$ cat src/rtl/axi_rr_arbiter.sv
// N-master round-robin arbiter with optional burst lock (hold grant until LAST)
// feeding a single-entry valid/ready output register.
module axi_rr_arbiter #(
  parameter int N         = 2,
  parameter int DW        = 49,
  parameter int LOCK_LAST = 0,
  parameter int LAST_BIT  = 0,
  parameter int SW        = $clog2(N)
) (
  input  logic            AXI_CLK_i,
  input  logic            AXI_RST_i,
  input  logic [N-1:0]    in_valid_i,
  input  logic [N*DW-1:0] in_data_i,
  output logic [N-1:0]    in_ready_o,
  output logic            out_valid_o,
  output logic [DW-1:0]   out_data_o,
  output logic [SW-1:0]   out_sel_o,
  input  logic            out_ready_i,
  output logic            lock_o
);

  localparam bit LOCK_EN = LOCK_LAST[0];

  logic          out_valid_r;
  logic [DW-1:0] out_data_r;
  logic [SW-1:0] out_sel_r;
  logic [SW-1:0] ptr_r;
  logic [SW-1:0] lock_idx_r;
  logic          lock_r;

  logic          load_s;
  logic [N-1:0]  cand_s;
  logic          hi_found_s;
  logic          lo_found_s;
  logic [SW-1:0] hi_idx_s;
  logic [SW-1:0] lo_idx_s;
  logic          gnt_found_s;
  logic [SW-1:0] gnt_idx_s;
  logic [DW-1:0] gnt_data_s;
  logic          xfer_s;
  logic [SW-1:0] ptr_next_s;

  assign load_s = ~out_valid_r | out_ready_i;

  // Rotating-priority search: lowest candidate at or above ptr_r, else lowest overall.
  always_comb begin
    cand_s     = '0;
    hi_found_s = 1'b0;
    lo_found_s = 1'b0;
    hi_idx_s   = '0;
    lo_idx_s   = '0;
    for (int k = N - 1; k >= 0; k--) begin
      cand_s[k]  = in_valid_i[k] & (~lock_r | (lock_idx_r == SW'(k)));
      lo_found_s = lo_found_s | cand_s[k];
      lo_idx_s   = cand_s[k] ? SW'(k) : lo_idx_s;
      hi_found_s = hi_found_s | (cand_s[k] & (k >= int'(ptr_r)));
      hi_idx_s   = (cand_s[k] & (k >= int'(ptr_r))) ? SW'(k) : hi_idx_s;
    end
    gnt_found_s = lo_found_s;
    gnt_idx_s   = hi_found_s ? hi_idx_s : lo_idx_s;
  end

  // Payload mux for the granted master and the per-master ready decode.
  always_comb begin
    gnt_data_s = '0;
    in_ready_o = '0;
    xfer_s     = ~AXI_RST_i & load_s & gnt_found_s;
    for (int k = 0; k < N; k++) begin
      gnt_data_s    = (gnt_idx_s == SW'(k)) ? in_data_i[k*DW +: DW] : gnt_data_s;
      in_ready_o[k] = xfer_s & (gnt_idx_s == SW'(k));
    end
    ptr_next_s = (gnt_idx_s == SW'(N - 1)) ? '0 : (gnt_idx_s + SW'(1));
  end

  // Output slice, rotation pointer and burst-lock state.
  always_ff @(posedge AXI_CLK_i) begin
    if (AXI_RST_i) begin
      out_valid_r <= 1'b0;
      out_data_r  <= '0;
      out_sel_r   <= '0;
      ptr_r       <= '0;
      lock_r      <= 1'b0;
      lock_idx_r  <= '0;
    end else if (xfer_s) begin
      out_valid_r <= 1'b1;
      out_data_r  <= gnt_data_s;
      out_sel_r   <= gnt_idx_s;
      ptr_r       <= ptr_next_s;
      if (LOCK_EN) begin
        lock_r     <= ~gnt_data_s[LAST_BIT];
        lock_idx_r <= gnt_idx_s;
      end else begin
        lock_r     <= 1'b0;
        lock_idx_r <= '0;
      end
    end else if (out_ready_i) begin
      out_valid_r <= 1'b0;
    end else begin
      out_valid_r <= out_valid_r;
    end
  end

  assign out_valid_o = out_valid_r;
  assign out_data_o  = out_data_r;
  assign out_sel_o   = out_sel_r;
  assign lock_o      = lock_r;

endmodule

$ cat config.mk
export PLATFORM = sky130hd
export DESIGN_NAME = axi_rr_arbiter
export DESIGN_NICKNAME = d
export VERILOG_FILES = /design/src/rtl/axi_rr_arbiter.sv
export SDC_FILE = /design/constraint.sdc
export NUM_CORES = 1
export LEC_CHECK = 0
export CAP_MARGIN = 30
export CORE_MARGIN = 2
export CORE_UTILIZATION = 35
export CTS_CLUSTER_SIZE = 30
export DETAILED_ROUTE_END_ITERATION = 10
export HOLD_SLACK_MARGIN = 0.12
export PLACE_DENSITY = 0.77
export SYNTH_ARGS = -nofsm -noshare
export SYNTH_HDL_FRONTEND = slang
export SYNTH_SLANG_ARGS = --single-unit
export TNS_END_PERCENT = 5
$ cat constraint.sdc
create_clock -name AXI_CLK_i -period 1.2 [get_ports AXI_CLK_i]
set_input_delay 0.18 -clock AXI_CLK_i [delete_from_list [all_inputs] [get_ports AXI_CLK_i]]
set_output_delay 0.18 -clock AXI_CLK_i [all_outputs]
set_load 0.005 [all_outputs]
Word-level counts from Yosys, hierarchy flattened
Cells that the tools add are included.

Bits in registers: 52. Bits of input ports: 103. Output and inout port bits: 54. Logic and storage cells: 26.

Add/subtract/negate cells: 1. Magnitude comparators: 1. Mux-type cells: 8. Bitwise logic cells: 11. Reduce and logical (&&, ||, !) cells: 1.

Operators with widths (count): 49-bit 2-to-1 mux (1); 1-bit 2-to-1 mux (7); 1-bit bitwise AND (5); 1-bit NOT (3); 1-bit bitwise OR (3); 2-bit nonzero test (1); 1-bit adder, second input constant (1); 1-bit >= comparator, first input constant (1).

Logic depth before layout (Yosys ltp)
Word-level depth: 6. Gate-level depth with buffers: 6.

Least setup slack after synthesis
Ideal clock, no wire load.

Path type: reg-to-reg. Start point: register ptr_r. End point: register out_data_r[0] (netlist: out_data_o[0]). Data arrival time: 1.042 ns. Required time: 1.066 ns. Setup slack: 0.024 ns. Cell stages (with the launch flop): 6. Path buffers: 2. Cells stage by stage: dfxtp_1 -> nand2b_1 -> buf_2 -> buf_6 -> a311oi_1 -> a211oi_1.

Word-level cells in the longest chain between the ends: 5. Elaborated cells on any way between the ends: 6.

RTL lines: start: declaration (RTL line 27) `logic [SW-1:0] ptr_r;`; start signal: assignment (RTL line 88) `ptr_r <= ptr_next_s;`; 1-bit >= comparator (*) (RTL line 56, 57); 1-bit bitwise AND (*) (RTL line 56, 57); 1-bit 2-to-1 mux / 1-bit bitwise OR (equally long branches) (RTL line 57, 56); 1-bit 2-to-1 mux (*) (RTL line 60) `gnt_idx_s = hi_found_s ? hi_idx_s : lo_idx_s;`; 49-bit 2-to-1 mux (*) (RTL line 69) `gnt_data_s = (gnt_idx_s == SW'(k)) ? in_data_i[k*DW +: DW] : gnt_data_s;`; end signal: assignment (RTL line 86) `out_data_r <= gnt_data_s;`; end: declaration (RTL line 25) `logic [DW-1:0] out_data_r;`.

Every way passes the cells marked *; elsewhere a longest branch is shown, timed or not. A chain may end at the register's enable or synchronous reset.

Worst setup path after layout
Start point: register ptr_r. End point: register out_data_r[15] (netlist: out_data_o[15]).

Same word-level chain as after synthesis.

==> metrics.md <==
| Metric | Value |
|---|---|
| Initial core utilization | `36.5%` |
| Core ar. | `7770 µm²` |
| Residual DRC | `0` |
| Antenna viol nets, final | `0` |
| Worst-path maximum fanout | `6` |
| Startpoint type of the worst setup path | `flip-flop` |
| LEAKAGE | `1.89 nW` |
| Hold WC Path Type | `input port to flip-flop` |
| Yosys reg bits | `52` |
| Synth warn | `0` |
| Violated checks | `setup timing` |
| WP data required | `1.42 ns` |
| Setup Skew | `0.00379 ns` |
| Critical Path Max Stage Delay | `0.34 ns` |
| Synth cell types | `25` |
| Final std cells w/o fill | `574` |
| Site Rows | `32` |
| Clk slew on worst S/H paths | `0.09 ns` |
| Initial antenna violation count | `0` |
| Critical path type | `flip-flop to flip-flop` |
| GRT Overall Usage | `22.5%` |
| Port-buffer cells | `155` |
| Pwr Density | `931 nW/µm²` |
| Fin nets | `575` |
| Slowest CP cell | `dfxtp_2` |
| Largest net degree at the start of global routing | `28` |
| Crit path cell chain | `buf_6 -> and2b_4 -> buf_12 -> buf_8 -> o21ai_2 -> a211oi_2` |
| First-pass GRT wire length | `16000 µm` |
| Status | `complete, but fails checks` |
| Unrepaired setup endpoints after global routing | `true` |
| Utilization after layout | `65.0%` |
| Die H | `94.0 µm` |
| Setup ws final | `-0.180 ns` |
| Syn Nets | `422` |
| Placer congestion estimate | `0.795` |
| Die area | `8830 µm²` |
| Routed wire per std cell | `18.9 µm` |
| R2r startpoint | `ptr_r$_SDFFE_PP0P_` |
| DRT Pass-1 Iters | `4` |
| Crit path capture type | `flip-flop` |
| Worst Hold End | `out_data_o[44]$_SDFFE_PP0P_` |
| Seq pwr share | `42.0%` |
| Sw power | `1.40 mW` |
| Total Wirelength | `10900 µm` |
| Worst reg2reg endpoint | `out_data_o[15]$_SDFFE_PP0P_` |
| R2R depth | `6` |
| Area grow syn2layout | `78.2%` |
| Clock latency on the worst-skew pair | `0.30 ns` |
| Hold Path Stages | `3` |
| CTS Root Cell | `clkbuf_8` |
| CTS buffer count | `5` |
| Max Cap Violations | `0` |
| Cell count after synthesis | `319` |
| Share of post-route cells with drive strength above 1 | `35.8%` |
| CTS H-Tree Depth | `2` |
| Internal | `3.30 mW` |
| Final Hold Vio Count | `0` |
| Max VDD drop | `487 µV` |
| Vias/cell | `5.83` |
| Clk pwr share | `22.9%` |
| Diodes inserted | `0` |
| Clock sinks | `52` |
| Synthesized area | `2830 µm²` |
| Logic pwr share | `35.1%` |
| Fin crit share | `115%` |
| Clock Tree Buf Depth | `2` |
| CTS tree | `yes` |
| Hold bufs inserted after CTS | `0` |
| Area post-placement | `4510 µm²` |
| Fmax | `725 MHz` |
| Total grt overflow | `0` |
| Fin. max-slew vios | `0` |
| Seq/Total Area, Yosys | `36.7%` |
| Dpl hpwl | `7250 µm` |
| # IOs | `157` |
| Worst EP arrival | `1.60 ns` |
| Syn_area_per_cell | `8.88 µm²` |
| Final instance area | `5050 µm²` |
| Initial detailed-routing violation count | `198` |
| Vias | `3347` |
| R2r setup slk | `-0.18 ns` |
| Switching share of power | `29.7%` |
| Cell Count Post-Placement | `559` |
| Number of global-route vias before repair | `3275` |
| # setup viols final | `52` |
| Hold path startpoint | `AXI_RST_i` |
| Die Wd | `94.0 µm` |
| Final min period | `1.38 ns` |
## critical path, delay by kind of cell (launching register included)
family / cells / cell delay, ns
buf+inv: 3 / 0.38
flops: 1 / 0.34
simple gates: 1 / 0.29
compound gates: 2 / 0.28
## repair_timing
action,4_1_cts,5_1_grt
endpoints found under the setup margin,103,55
pin swaps,4,36
buffers inserted,1,7
gates resized for setup,107,114
cloned,0,1
## state kept, by name, indices dropped and copies added (netlist names)
signal / cells
out_data_o: 49
out_sel_o: 1
out_valid_o: 1
ptr_r: 1
## power groups by stage
stage	clock (mW)	combinational, mW	sequential (mW)
after floorplan	0	0.647	2.00
after global placement	0	1.43	1.99
after detailed placement	0	1.46	1.99
after CTS	1.11	1.40	1.97
after global routing	1.17	1.76	1.99
final	1.08	1.65	1.97
## logic make-up (layout without fill, tap and decap cells)
family | after synthesis | in the layout | share of synthesized area, %
buffers and inverters | 55 | 208 | 12.5
DFF | 52 | 52 | 36.7
other | 1 | 1 | 0.132
AOI/OAI and AO/OA | 203 | 203 | 49.0
and+or+nand+nor | 8 | 8 | 1.59
## layer usage
layer  vias up  GRT usage [%]  routed length, µm
met2       155           39.2               5530
met4         0           7.49                170
li1       1574              -                  -
met5         -              0                  0
met1      1602           28.2               4350
met3        16           3.69                826
## how the worst max path moves through the flow
stage                       start                           to  cells after the start
6_report       ptr_r$_SDFFE_PP0P_  out_data_o[15]$_SDFFE_PP0P_                      6
5_1_grt        ptr_r$_SDFFE_PP0P_  out_data_o[42]$_SDFFE_PP0P_                      6
4_1_cts             in_valid_i[0]                in_ready_o[0]                      5
3_5_place_dp        in_valid_i[0]  out_data_o[45]$_SDFFE_PP0P_                      6
3_3_place_gp        in_valid_i[0]                in_ready_o[0]                      5
2_1_floorplan  ptr_r$_SDFFE_PP0P_   out_data_o[0]$_SDFFE_PP0P_                      5
## placed cells by master, fill, tap and decap left out, types with 2 or more instances in the layout
| master | n |
|---|---|
| clkdlybuf4s50_1 | 98 |
| dlygate4sd2_1 | 50 |
| a311oi_1 | 42 |
| a21oi_1 | 41 |
| dfxtp_2 | 38 |
| a211oi_2 | 27 |
| buf_4 | 23 |
| a211oi_1 | 22 |
| o21ai_2 | 22 |
| o21ai_0 | 17 |
| dfxtp_1 | 14 |
| a21oi_2 | 11 |
| o21ai_1 | 8 |
| buf_12 | 8 |
| a311oi_2 | 7 |
| clkbuf_8 | 7 |
| buf_6 | 7 |
| buf_2 | 4 |
| buf_8 | 4 |
| o21ai_4 | 3 |
| nand2b_4 | 2 |
| inv_1 | 2 |
| nor2_1 | 2 |
| clkdlybuf4s15_1 | 2 |
## cells in the mapped netlist
cell type,count,area share (%)
a211oi_1,48,13
a211oi_2,1,0.44
a21oi_1,42,7.4
a21oi_2,10,3.1
a311oi_1,49,15
and2b_2,1,0.31
buf_2,19,3.4
buf_4,4,1.1
buf_6,13,5.2
buf_8,1,0.53
clkbuf_1,15,2.0
conb_1,1,0.13
dfxtp_1,52,37
inv_1,2,0.27
inv_2,1,0.13
nand2_1,1,0.13
nand2b_1,2,0.44
nand4_1,1,0.22
nor2_1,2,0.27
nor2b_1,1,0.22
o211a_1,1,0.35
o21ai_0,49,8.7
o21ai_1,1,0.18
o21ba_1,1,0.35
o21bai_4,1,0.66
## final cells by class
class / instances / area (µm²)
clock buffers: 7 / 96.3
fillers: 658 / 2720
inverters: 3 / 11.3
multi-input cells: 212 / 1760
flip-flops and latches: 52 / 1090
well taps: 102 / 128
repair buffers: 198 / 1970
## per-stage QoR
stage               setup TNS (ns)  hold WS [ns]  power [mW]  worst slack [ns]
finish                       -6.30         0.316        4.70            -0.180
global route                 -8.87         0.331        4.92            -0.228
CTS                          -4.85         0.280        4.49            -0.165
detailed placement          -32.22         0.478        3.45            -0.682
global placement            -28.14         0.475        3.42            -0.663
floorplan                        0         0.342        2.64            0.0239
Power figures use the tool's default switching activity.
==> variant (same flow settings) <==
`DW`: 49 -> 98.
--- a/src/rtl/axi_rr_arbiter.sv
+++ b/src/rtl/axi_rr_arbiter.sv
@@ -3,5 +3,5 @@
 module axi_rr_arbiter #(
   parameter int N         = 2,
-  parameter int DW        = 49,
+  parameter int DW        = 98,
   parameter int LOCK_LAST = 0,
   parameter int LAST_BIT  = 0,
Ports: changed (resized in_data_i and out_data_o); port bits go from 157 to 304. No check against the original RTL was run, so the function may have changed too.
==> variant against the original RTL <==
The run still ends with setup timing left. Routed wire length is 100% higher. Worst setup slack got worse by 0.083 ns. Synthesized area rose by 82%. Core utilization increased by 0.79 points. Sequential power up 92%. Cell area is 89% higher. Die area is 78% higher. Power is 120% higher. Cell count grew 88%. Sequential share of layout area is 0.085 points lower. Critical path depth did not move. Synthesized cell count grew 92%. Sequential cell count grew 49. Count of clock-buffer cells in the layout grew 4.
==> variant: results (changes against the original RTL) <==
STA
  • Skew final: 0.00565 ns (+0.00186 ns)
  • Hold Violations, Final: 0 (unchanged)
  • Setup Viol. Count Final: 101 (+94%)
  • Final setup margin: -0.264 ns (-0.0834 ns)
  • Slew @ Worst Pin: 0.826 ns

Route
  • Pre-antenna DRT Iters: 5 (+1)
  • Vias: 6492 (+94%)
  • Routed len/inst: 20.5 um (+8.5%)
  • Starting DRT DRC Count: 477 (+140%)

Logic synthesis
  • Primary FF master, synth: dfxtp_1
  • Fraction of registers with async set/reset: 0 (unchanged)
  • Top cells by area, synth: dfxtp_1 (39%), a311oi_1 (17%), a211oi_1 (14%), a21oi_1 (9.8%), o21ai_0 (8.0%)
  • Top post-synthesis cells by count: a21oi_1 (101), dfxtp_1 (101), a211oi_1 (98), a311oi_1 (98), o21ai_0 (83)
  • Post-synth cell types: 24 (-4.0%)
  • Syn. warnings: 0 (unchanged)
  • Multiplexer area fraction after synthesis: 0 (unchanged)
  • Post-Synth Adder-Cell Area: 0 (unchanged)
  • XOR/XNOR Fraction of Synth Area: 0 (unchanged)
  • Synthesized Nets: 812 (+92%)
  • Post-synthesis compound-gate area fraction: 0.508 (+0.0178)
  • Register area share after synthesis: 0.392 (+0.0243)

Power and ir drop
  • Pleak: 3.56 nW (+88%)
  • Internal Pwr Total: 7.37 mW (+120%)
  • Maximum VDD drop: 0.000750 V (+54%)
  • Power in combinational cells: 3.09 mW (+87%)
  • Sequential power: 3.78 mW (+92%)
  • Sw Ratio: 0.279 (-0.0183)

Setup path
  • Worst reg2reg path depth: 6 (unchanged)
  • Crit path arrival time: 1.72 ns (+0.12 ns)
  • Max Fanout on Critical Path: 8 (+2)
  • Critical Path Slowest Stage Cell: dfxtp_2
  • CP top delay family: buffers and inverters
  • Worst path max stage delay: 0.33 ns

Place
  • Place WS: -0.866 ns (-0.184 ns)
  • Port-buffer cells: 302 (+95%)
  • Dpl hpwl: 14200 um (+96%)
  • Gpl congestion: 0.800 (+0.67%)

Worst hold path
  • Path type of the worst min-delay path: in -> reg
  • Hold Path Depth: 5 (+2)

Finish
  • Max FFs per register: 98 (+100%)
  • Layout cells sized above 1: 0.194 (-0.164)
  • Final #Nets: 1090 (+90%)
  • Fillers: 1271 (+93%)
  • Diode count: 0 (unchanged)

Run status
  • Status: finished with violations
  • Failing checks: setup timing

GRT
  • Total gr overflow: 0 (unchanged)
  • First-pass GRT wire length: 32700 um (+100%)
  • Largest net degree at the start of global routing: 66 (+140%)
  • Initial antenna violation count: 1 (+1)
  • Total GRT Usage: 0.254 (+0.0289)
  • Vias in the first global route: 6091 (+86%)

Clock tree
  • Clock Pin Slew Worst Setup and Hold Paths: 0.07 ns (-0.02 ns)
  • CTS Buf Count: 9 (+4)
  • CTS H-Tree Depth: 3 (+1)
  • CTS root buf: clkbuf_16
  • Worst skew pair latency: 0.34 ns (+0.04 ns)
  • Clock Tree Buf Depth: 2 (unchanged)
[variant: worst paths after layout]
kind / start / end / slack, ns
max: ptr_r / out_data_o[51] / -0.26
min: AXI_RST_i / ptr_r / 0.35
max reg2reg: ptr_r / out_data_o[51] / -0.26
min reg2reg: out_sel_o / out_sel_o / 0.46
[variant: cell families (layout without fill, tap and decap cells)]
group / count (synthesis) / in the layout
buffers and inverters: 102 / 384
other: 1 / 1
flip-flops: 101 / 101
AO/OA/AOI/OAI: 399 / 399
AND/OR/NAND/NOR: 8 / 8
[variant: per-stage QoR]
stage | hold WS [ns] | area, sq um | std cells | TNS, ns
after floorplan | 0.344 | 5180 | 611 | -0.939
after global placement | 0.467 | 8710 | 1053 | -62.49
after detailed placement | 0.477 | 8710 | 1053 | -66.77
after CTS | 0.335 | 9080 | 1069 | -14.55
after global routing | 0.370 | 9520 | 1077 | -23.65
final | 0.351 | 9520 | 1077 | -17.69
[variant: final cells by class]
type                            instances  area (sq um)  area share
Tap cell                              184           230      0.0242
Clock buffer                           11           233      0.0244
Sequential cell                       101          2050       0.215
Clock inverter                          4          97.6      0.0102
Inverter                                3          11.3     0.00118
Multi-Input combinational cell        408          3090       0.325
Timing Repair Buffer                  366          3810       0.401
[variant: what timing repair did]
item	in CTS	in global routing
endpoints found under the setup margin	202	105
gates resized for setup	162	79
hold endpoints to repair	0	0
pin swaps	6	31
hold buffers	0	0
setup buffers	1	2
cloned	0	6
[variant: routing by layer]
metal,vias up,global-route usage,part of all wire
li1,3012,-,-
met4,0,0.0941,0.028
met2,328,0.424,0.48
met5,-,0,0
met1,3106,0.317,0.41
met3,46,0.0650,0.084
[variant: worst min-delay path, stage by stage]
cell,delay (ns)
buf_4,0.10
buf_4,0.11
inv_1,0.05
buf_4,0.12
o211a_1,0.10
